$ cat src/rtl/mc_ctrl_pkg.sv
// Shared encodings for the multicycle MIPS-style control FSM.
package mc_ctrl_pkg;

  typedef enum logic [3:0] {
    ST_FETCH, ST_DECODE, ST_MEM_ADDR, ST_MEM_RD, ST_MEM_WB, ST_MEM_WR,
    ST_R_EXEC, ST_I_EXEC, ST_ALU_WB, ST_BRANCH, ST_JUMP, ST_TRAP
  } state_t;

  localparam logic [5:0] OP_RTYPE  = 6'h00;
  localparam logic [5:0] OP_REGIMM = 6'h01;
  localparam logic [5:0] OP_J      = 6'h02;
  localparam logic [5:0] OP_JAL    = 6'h03;
  localparam logic [5:0] OP_BEQ    = 6'h04;
  localparam logic [5:0] OP_BNE    = 6'h05;
  localparam logic [5:0] OP_BLEZ   = 6'h06;
  localparam logic [5:0] OP_BGTZ   = 6'h07;
  localparam logic [5:0] OP_ADDI   = 6'h08;
  localparam logic [5:0] OP_ADDIU  = 6'h09;
  localparam logic [5:0] OP_SLTI   = 6'h0A;
  localparam logic [5:0] OP_SLTIU  = 6'h0B;
  localparam logic [5:0] OP_ANDI   = 6'h0C;
  localparam logic [5:0] OP_ORI    = 6'h0D;
  localparam logic [5:0] OP_XORI   = 6'h0E;
  localparam logic [5:0] OP_LUI    = 6'h0F;
  localparam logic [5:0] OP_LB     = 6'h20;
  localparam logic [5:0] OP_LH     = 6'h21;
  localparam logic [5:0] OP_LW     = 6'h23;
  localparam logic [5:0] OP_LBU    = 6'h24;
  localparam logic [5:0] OP_LHU    = 6'h25;
  localparam logic [5:0] OP_SB     = 6'h28;
  localparam logic [5:0] OP_SH     = 6'h29;
  localparam logic [5:0] OP_SW     = 6'h2B;

  localparam logic [5:0] FN_JR     = 6'h08;
  localparam logic [5:0] FN_JALR   = 6'h09;

  localparam logic [1:0] ALU_ADD   = 2'd0;
  localparam logic [1:0] ALU_SUB   = 2'd1;
  localparam logic [1:0] ALU_FUNCT = 2'd2;

  localparam logic [1:0] PC_ALU    = 2'd0;
  localparam logic [1:0] PC_ALUOUT = 2'd1;
  localparam logic [1:0] PC_JUMP   = 2'd2;
  localparam logic [1:0] PC_RS     = 2'd3;

  localparam logic [1:0] CAUSE_NONE    = 2'd0;
  localparam logic [1:0] CAUSE_ILLEGAL = 2'd1;
  localparam logic [1:0] CAUSE_IMEM_TO = 2'd2;
  localparam logic [1:0] CAUSE_DMEM_TO = 2'd3;

  typedef struct packed {
    logic is_r;
    logic is_mem;
    logic is_load;
    logic is_branch;
    logic is_jump;
    logic is_jal;
    logic is_imm;
    logic is_illegal;
    logic is_jr;
    logic is_jalr;
  } op_class_t;

endpackage

$ cat src/rtl/mc_ctrl_fsm_op_class.sv
// Opcode/funct classification for the control FSM.
module mc_op_class
  import mc_ctrl_pkg::*;
(
  input  logic [5:0] i_op,
  input  logic [5:0] i_funct,
  output op_class_t  o_class
);

  always_comb begin
    o_class = '0;
    case (i_op)
      OP_RTYPE: begin
        o_class.is_r    = 1'b1;
        o_class.is_jr   = (i_funct == FN_JR);
        o_class.is_jalr = (i_funct == FN_JALR);
      end
      OP_LB, OP_LH, OP_LW, OP_LBU, OP_LHU: begin
        o_class.is_mem  = 1'b1;
        o_class.is_load = 1'b1;
      end
      OP_SB, OP_SH, OP_SW:
        o_class.is_mem = 1'b1;
      OP_REGIMM, OP_BEQ, OP_BNE, OP_BLEZ, OP_BGTZ:
        o_class.is_branch = 1'b1;
      OP_J:
        o_class.is_jump = 1'b1;
      OP_JAL: begin
        o_class.is_jump = 1'b1;
        o_class.is_jal  = 1'b1;
      end
      OP_ADDI, OP_ADDIU, OP_SLTI, OP_SLTIU, OP_ANDI, OP_ORI, OP_XORI, OP_LUI:
        o_class.is_imm = 1'b1;
      default:
        o_class.is_illegal = 1'b1;
    endcase
  end

endmodule

$ cat src/rtl/mc_ctrl_fsm.sv
// Multicycle processor control FSM with memory handshake, timeout trap and retire counter.
module mc_ctrl_fsm
  import mc_ctrl_pkg::*;
#(
  parameter int MEM_HS  = 1,
  parameter int TIMEOUT = 16,
  parameter int CNT_W   = 32
) (
  input  logic             clk,
  input  logic             rst_n,
  input  logic [5:0]       op,
  input  logic [5:0]       funct,
  input  logic             imem_ready,
  input  logic             dmem_ready,
  output logic             alu_src_a,
  output logic [1:0]       alu_src_b,
  output logic [1:0]       mem_to_reg,
  output logic [1:0]       reg_dst,
  output logic             reg_write,
  output logic             imem_read,
  output logic             dmem_read,
  output logic             dmem_write,
  output logic             pc_write,
  output logic             ir_write,
  output logic             pc_write_cond,
  output logic [1:0]       ext_op,
  output logic [1:0]       alu_op,
  output logic [1:0]       pc_source,
  output logic             trap,
  output logic [1:0]       trap_cause,
  output logic [CNT_W-1:0] retired
);

  state_t           r_state;
  state_t           w_next;
  logic [31:0]      r_wait;
  logic             r_trap;
  logic [1:0]       r_cause;
  logic [1:0]       w_cause;
  logic [CNT_W-1:0] r_retired;
  op_class_t        w_cls;
  logic             w_imem_ok;
  logic             w_dmem_ok;
  logic             w_timeout;

  mc_op_class u_op_class (
    .i_op    (op),
    .i_funct (funct),
    .o_class (w_cls)
  );

  assign w_imem_ok = (MEM_HS == 0) || imem_ready;
  assign w_dmem_ok = (MEM_HS == 0) || dmem_ready;
  // r_wait counts completed wait cycles, so the last allowed one is TIMEOUT-1
  assign w_timeout = (TIMEOUT != 0) && (r_wait == 32'(TIMEOUT - 1));

  always_comb begin
    w_next        = r_state;
    w_cause       = CAUSE_NONE;
    alu_src_a     = 1'b0;
    alu_src_b     = 2'd0;
    mem_to_reg    = 2'd0;
    reg_dst       = 2'd0;
    reg_write     = 1'b0;
    imem_read     = 1'b0;
    dmem_read     = 1'b0;
    dmem_write    = 1'b0;
    pc_write      = 1'b0;
    ir_write      = 1'b0;
    pc_write_cond = 1'b0;
    ext_op        = 2'd0;
    alu_op        = ALU_ADD;
    pc_source     = PC_ALU;
    case (r_state)
      ST_FETCH: begin
        imem_read = 1'b1;
        alu_src_b = 2'd1;
        if (w_imem_ok) begin
          pc_write = 1'b1;
          ir_write = 1'b1;
          w_next   = ST_DECODE;
        end else if (w_timeout) begin
          w_next  = ST_TRAP;
          w_cause = CAUSE_IMEM_TO;
        end
      end
      ST_DECODE: begin
        alu_src_b = 2'd3;
        ext_op    = 2'd1;
        if (w_cls.is_r)                          w_next = ST_R_EXEC;
        else if (w_cls.is_mem)                   w_next = ST_MEM_ADDR;
        else if (w_cls.is_branch)                w_next = ST_BRANCH;
        else if (w_cls.is_jump)                  w_next = ST_JUMP;
        else if (w_cls.is_imm && !w_cls.is_illegal) w_next = ST_I_EXEC;
        else begin
          w_next  = ST_TRAP;
          w_cause = CAUSE_ILLEGAL;
        end
      end
      ST_MEM_ADDR: begin
        alu_src_a = 1'b1;
        alu_src_b = 2'd2;
        ext_op    = 2'd1;
        w_next    = w_cls.is_load ? ST_MEM_RD : ST_MEM_WR;
      end
      ST_MEM_RD: begin
        dmem_read = 1'b1;
        if (w_dmem_ok) w_next = ST_MEM_WB;
        else if (w_timeout) begin
          w_next  = ST_TRAP;
          w_cause = CAUSE_DMEM_TO;
        end
      end
      ST_MEM_WR: begin
        dmem_write = 1'b1;
        if (w_dmem_ok) w_next = ST_FETCH;
        else if (w_timeout) begin
          w_next  = ST_TRAP;
          w_cause = CAUSE_DMEM_TO;
        end
      end
      ST_MEM_WB: begin
        reg_write  = 1'b1;
        mem_to_reg = 2'd1;
        reg_dst    = 2'd1;
        w_next     = ST_FETCH;
      end
      ST_R_EXEC: begin
        alu_src_a = 1'b1;
        alu_op    = ALU_FUNCT;
        if (w_cls.is_jr || w_cls.is_jalr) begin
          pc_source = PC_RS;
          pc_write  = 1'b1;
          w_next    = ST_FETCH;
          if (w_cls.is_jalr) begin
            reg_write  = 1'b1;
            mem_to_reg = 2'd2;
            reg_dst    = 2'd0;
          end
        end else begin
          w_next = ST_ALU_WB;
        end
      end
      ST_I_EXEC: begin
        alu_src_a = 1'b1;
        alu_src_b = 2'd2;
        alu_op    = ALU_FUNCT;
        w_next    = ST_ALU_WB;
      end
      ST_ALU_WB: begin
        reg_write = 1'b1;
        reg_dst   = (op == OP_RTYPE) ? 2'd0 : 2'd1;
        w_next    = ST_FETCH;
      end
      ST_BRANCH: begin
        alu_src_a     = 1'b1;
        alu_op        = ALU_SUB;
        ext_op        = 2'd1;
        pc_write_cond = 1'b1;
        pc_source     = PC_ALUOUT;
        w_next        = ST_FETCH;
      end
      ST_JUMP: begin
        pc_write  = 1'b1;
        pc_source = PC_JUMP;
        if (w_cls.is_jal) begin
          reg_write  = 1'b1;
          mem_to_reg = 2'd2;
          reg_dst    = 2'd2;
        end
        w_next = ST_FETCH;
      end
      ST_TRAP: w_next = ST_TRAP;
      default: w_next = ST_FETCH;
    endcase
  end

  always_ff @(posedge clk or negedge rst_n) begin
    if (!rst_n) begin
      r_state   <= ST_FETCH;
      r_wait    <= '0;
      r_trap    <= 1'b0;
      r_cause   <= CAUSE_NONE;
      r_retired <= '0;
    end else begin
      r_state <= w_next;
      if (w_next != r_state) r_wait <= '0;
      else if (r_state == ST_FETCH || r_state == ST_MEM_RD || r_state == ST_MEM_WR)
        r_wait <= r_wait + 32'd1;
      if (w_next == ST_TRAP && r_state != ST_TRAP) begin
        r_trap  <= 1'b1;
        r_cause <= w_cause;
      end
      if (w_next == ST_FETCH && r_state != ST_FETCH && r_state != ST_TRAP)
        r_retired <= r_retired + CNT_W'(1);
    end
  end

  assign trap       = r_trap;
  assign trap_cause = r_cause;
  assign retired    = r_retired;

endmodule
$ cat config.mk
export PLATFORM = sky130hd
export DESIGN_NAME = mc_ctrl_fsm
export DESIGN_NICKNAME = d
export VERILOG_FILES = /design/src/rtl/mc_ctrl_pkg.sv /design/src/rtl/mc_ctrl_fsm_op_class.sv /design/src/rtl/mc_ctrl_fsm.sv
export SDC_FILE = /design/constraint.sdc
export NUM_CORES = 1
export LEC_CHECK = 0
export CORE_MARGIN = 4
export CORE_UTILIZATION = 55
export CTS_BUF_LIST = sky130_fd_sc_hd__clkbuf_4 sky130_fd_sc_hd__clkbuf_8
export CTS_CLUSTER_DIAMETER = 40
export DETAILED_ROUTE_END_ITERATION = 10
export PLACE_DENSITY = 0.84
export SYNTH_ARGS = -nofsm -noshare
export SYNTH_HDL_FRONTEND = slang
export SYNTH_SLANG_ARGS = --single-unit
$ cat constraint.sdc
create_clock -name clk -period 3.1 [get_ports clk]
set_input_delay 0.465 -clock clk [delete_from_list [all_inputs] [get_ports clk]]
set_output_delay 0.465 -clock clk [all_outputs]
set_load 0.005 [all_outputs]
==> results.tsv <==
stage	metric	value	unit
synthesis	syn_area_per_cell	9.21	sq um
synthesis	synthTopCellsByArea	dfrtp_1 44%, xor2_1 11%, nor2_1 5.5%	
detailed_routing	dr.pass1.iters	5	
global_routing	grt_usage	0.279	
synthesis	yosysTopAreaCellShare	0.437	
placed_design	place_inst	624	
sta	fin_crit	3010	ps
sta	fmax	333	MHz
synthesis	synth-edff-count	0	
layout	nNetsFinal	560	
layout	postLayoutCoreUtil	0.775	
layout	area_growth_syn_to_layout	37.6	%
power	ir_drop	0.775	mV
synthesis	async_flop_share	1.00	
global_routing	grt_pass1_wl	19600	microns
die	boundaryPins	71	
synthesis	yosysTopAreaCell	dfrtp_1	
sta	worst_pin_slew	1290	ps
global_routing	antenna_found_initial	0	
global_routing	use_met3	0.0641	
detailed_routing	ant_nets	0	
detailed_routing	vias_per_cell	6.05	
hold_path	hp-class	reg2reg	
sta	skew	21.7	ps
clocking	cts.sinks	71	
clocking	clk_path_buf_depth	2	
clocking	cts.root.buffer_cell	clkbuf_8	
clocking	cts_buffers	9	
sta	period_share	0.970	
global_routing	overflow	0	
placed_design	globalplace.congestion	0.947	
clocking	tritoncts	done	
global_routing	grt_max_degree	32	
power	p_leak	2.57	nW
sta	slew-limit-headroom	0.139	
detailed_routing	drc	0	
global_routing	grt_pass1_vias	4006	
power	combPwrFrac	0.529	
sta	drv_slew	0	
power	p_sw	0.00173	W
sta	fin_setup_tns	0	ps
clocking	h-tree-depth	3	
die	chipWidth	93.9	microns
clocking	clkSlewWorstSetupHoldPaths	90	ps
worst_setup_path	rr_worst_depth	7	
detailed_routing	drt-total-wl	12100	microns
sta	hold_viol_final	0	
synthesis	synth_nets	459	
worst_setup_path	crit_path_max_fanout	15	
die	die_y	93.9	microns
synthesis	yosys_warnings	0	
synthesis	syn_area	4060	sq um
detailed_routing	vias	3906	
synthesis	synth_cells	441	
synthesis	ys_seq_elements	71	
power	pwr-share-seq	0.280	
hold_path	hold_path_depth	1	
worst_setup_path	end_kind	flip-flop	
synthesis	yosysSeqAreaShare	0.437	
power	power_density	727	nW/um^2
worst_setup_path	critPathKind	reg2reg	
outcome	status	complete, no violations	
synthesis	yosys_most_used_dff	dfrtp_1	
die	core-area	7210	sq um
power	clkPwrFrac	0.191	
power	internal_power	0.00234	W
die	die_area	8830	sq um
sta	setup_viol	0	
layout	diodes	0	
worst_setup_path	critPathLaunchType	flip-flop	
power	power.share.switching	0.425	
detailed_routing	dr.first_iter.drc_count	264	
worst_setup_path	crit_required	3340	ps
layout	drive_gt1_frac	0.168	
layout	stdcell_count	646	
sta	hold-worst-slack	481	ps
placed_design	hpwl	7500	microns
placed_design	io_buffers	69	
die	start_util	0.563	
layout	fillers	446	
clocking	clock_latency	360	ps
global_routing	met2_usage	0.470	
detailed_routing	wl_per_cell	18.7	microns
global_routing	grt_busiest_layer	met2	
die	rows	31	
synthesis	synth_cell_types	55	
worst_setup_path	arrival	3240	ps
run	cap_violations	0	
global_routing	grt_use_met1	0.337	
## cell families after synthesis
| logic type | Yosys count | synth area share |
|---|---|---|
| AND/OR/NAND/NOR | 233 | 0.314 |
| multiplexers | 1 | 0.00277 |
| AO/OA/AOI/OAI | 43 | 0.0795 |
| other | 1 | 0.000923 |
| adder cells (fa/ha/maj) | 2 | 0.00616 |
| buffers and inverters | 31 | 0.0326 |
| XOR/XNOR | 59 | 0.127 |
| flip-flops | 71 | 0.437 |
## what timing repair did
item | CTS | global route
endpoints found under the hold margin | 13 | 0
pin swaps | 18 | 10
buffers inserted | 4 | 0
hold buffers | 1 | 0
gates resized for setup | 48 | 13
gates cloned | 1 | 0
endpoints found under the setup margin | 16 | 32
## cell usage in the layout, fill, tap and decap left out, types with 12 or more instances in the layout
master / instances
buf_4: 32
nand4_1: 16
nor2_1: 58
inv_1: 12
nor3_1: 23
dfrtp_1: 71
nand2_1: 27
nand3_1: 24
clkdlybuf4s50_1: 55
xor2_1: 50
## worst paths after layout
kind / start / end / slack (ps)
max: retired[5] / retired[22] / 90
min: retired[31] / retired[31] / 480
max reg2reg: retired[5] / retired[22] / 90
min reg2reg: retired[31] / retired[31] / 480
max in group asynchronous: rst_n / r_wait[0] / 1820
min in group asynchronous: rst_n / r_state[0] / 540
## power groups by stage
| stage | Sequential, W | Combinational, W | Clock (W) |
|---|---|---|---|
| 2_1_floorplan | 0.00110 | 0.000965 | 0 |
| 3_3_place_gp | 0.00115 | 0.00174 | 0 |
| 3_5_place_dp | 0.00115 | 0.00178 | 0 |
| 4_1_cts | 0.00113 | 0.00204 | 0.000774 |
| 5_1_grt | 0.00115 | 0.00230 | 0.000823 |
| 6_report | 0.00114 | 0.00215 | 0.000777 |
## critical path, cell delays in order, from the launching register on
cell and delay, ps:
dfrtp_1 460, and4_1 260, and3_1 230, nand3_1 160
nor2_1 290, nand2_1 770, nor4_4 580, xnor2_1 130
## sequential cells by signal, summed over array words and instances, names as in the netlist
signal and count:
r_wait 32, trap 1, r_state 4, trap_cause 2
retired 32
## layout make-up
cell class	count	area (sq um)	area share
clock buffers	10	138	0.0246
clock inverters	6	67.6	0.0121
inverters	12	45.0	0.00806
multi-input cells	339	2390	0.428
flip-flops and latches	71	1780	0.318
well taps	99	124	0.0222
repair buffers	109	1050	0.187
## synth_stat cells, types with 3 or more instances
library cell and n:
nand2_1 27, inv_1 12, nor4_1 18, nor3b_1 5, o22ai_1 3, nor2_1 59, dfrtp_1 71, a21o_1 3
or2_2 5, nand3_1 25, and3_1 8, nand2b_1 9, and4_1 8, nor3_1 28, a21oi_1 4, and2_1 5
xnor2_1 9, o21ai_0 10, nand4_1 16, nor2b_1 4, nor4_2 3, buf_1 3, xor2_1 50, clkbuf_1 12
## routing by layer
| metal | up-vias | wire length (microns) |
|---|---|---|
| li1 | 1764 | - |
| met1 | 1889 | 4720 |
| met2 | 201 | 5940 |
| met3 | 52 | 858 |
| met4 | 0 | 563 |
| met5 | - | 0 |
## stage by stage
step | power (W) | setup WS (ps) | instance area (sq um)
CTS | 0.00394 | 4.84 | 5530
global placement | 0.00289 | -438 | 5050
global route | 0.00427 | -60.5 | 5590
floorplan | 0.00207 | 113 | 4060
detailed placement | 0.00293 | -541 | 5050
finish | 0.00407 | 92.9 | 5590
Note: power is estimated with default switching activity, not from simulation.
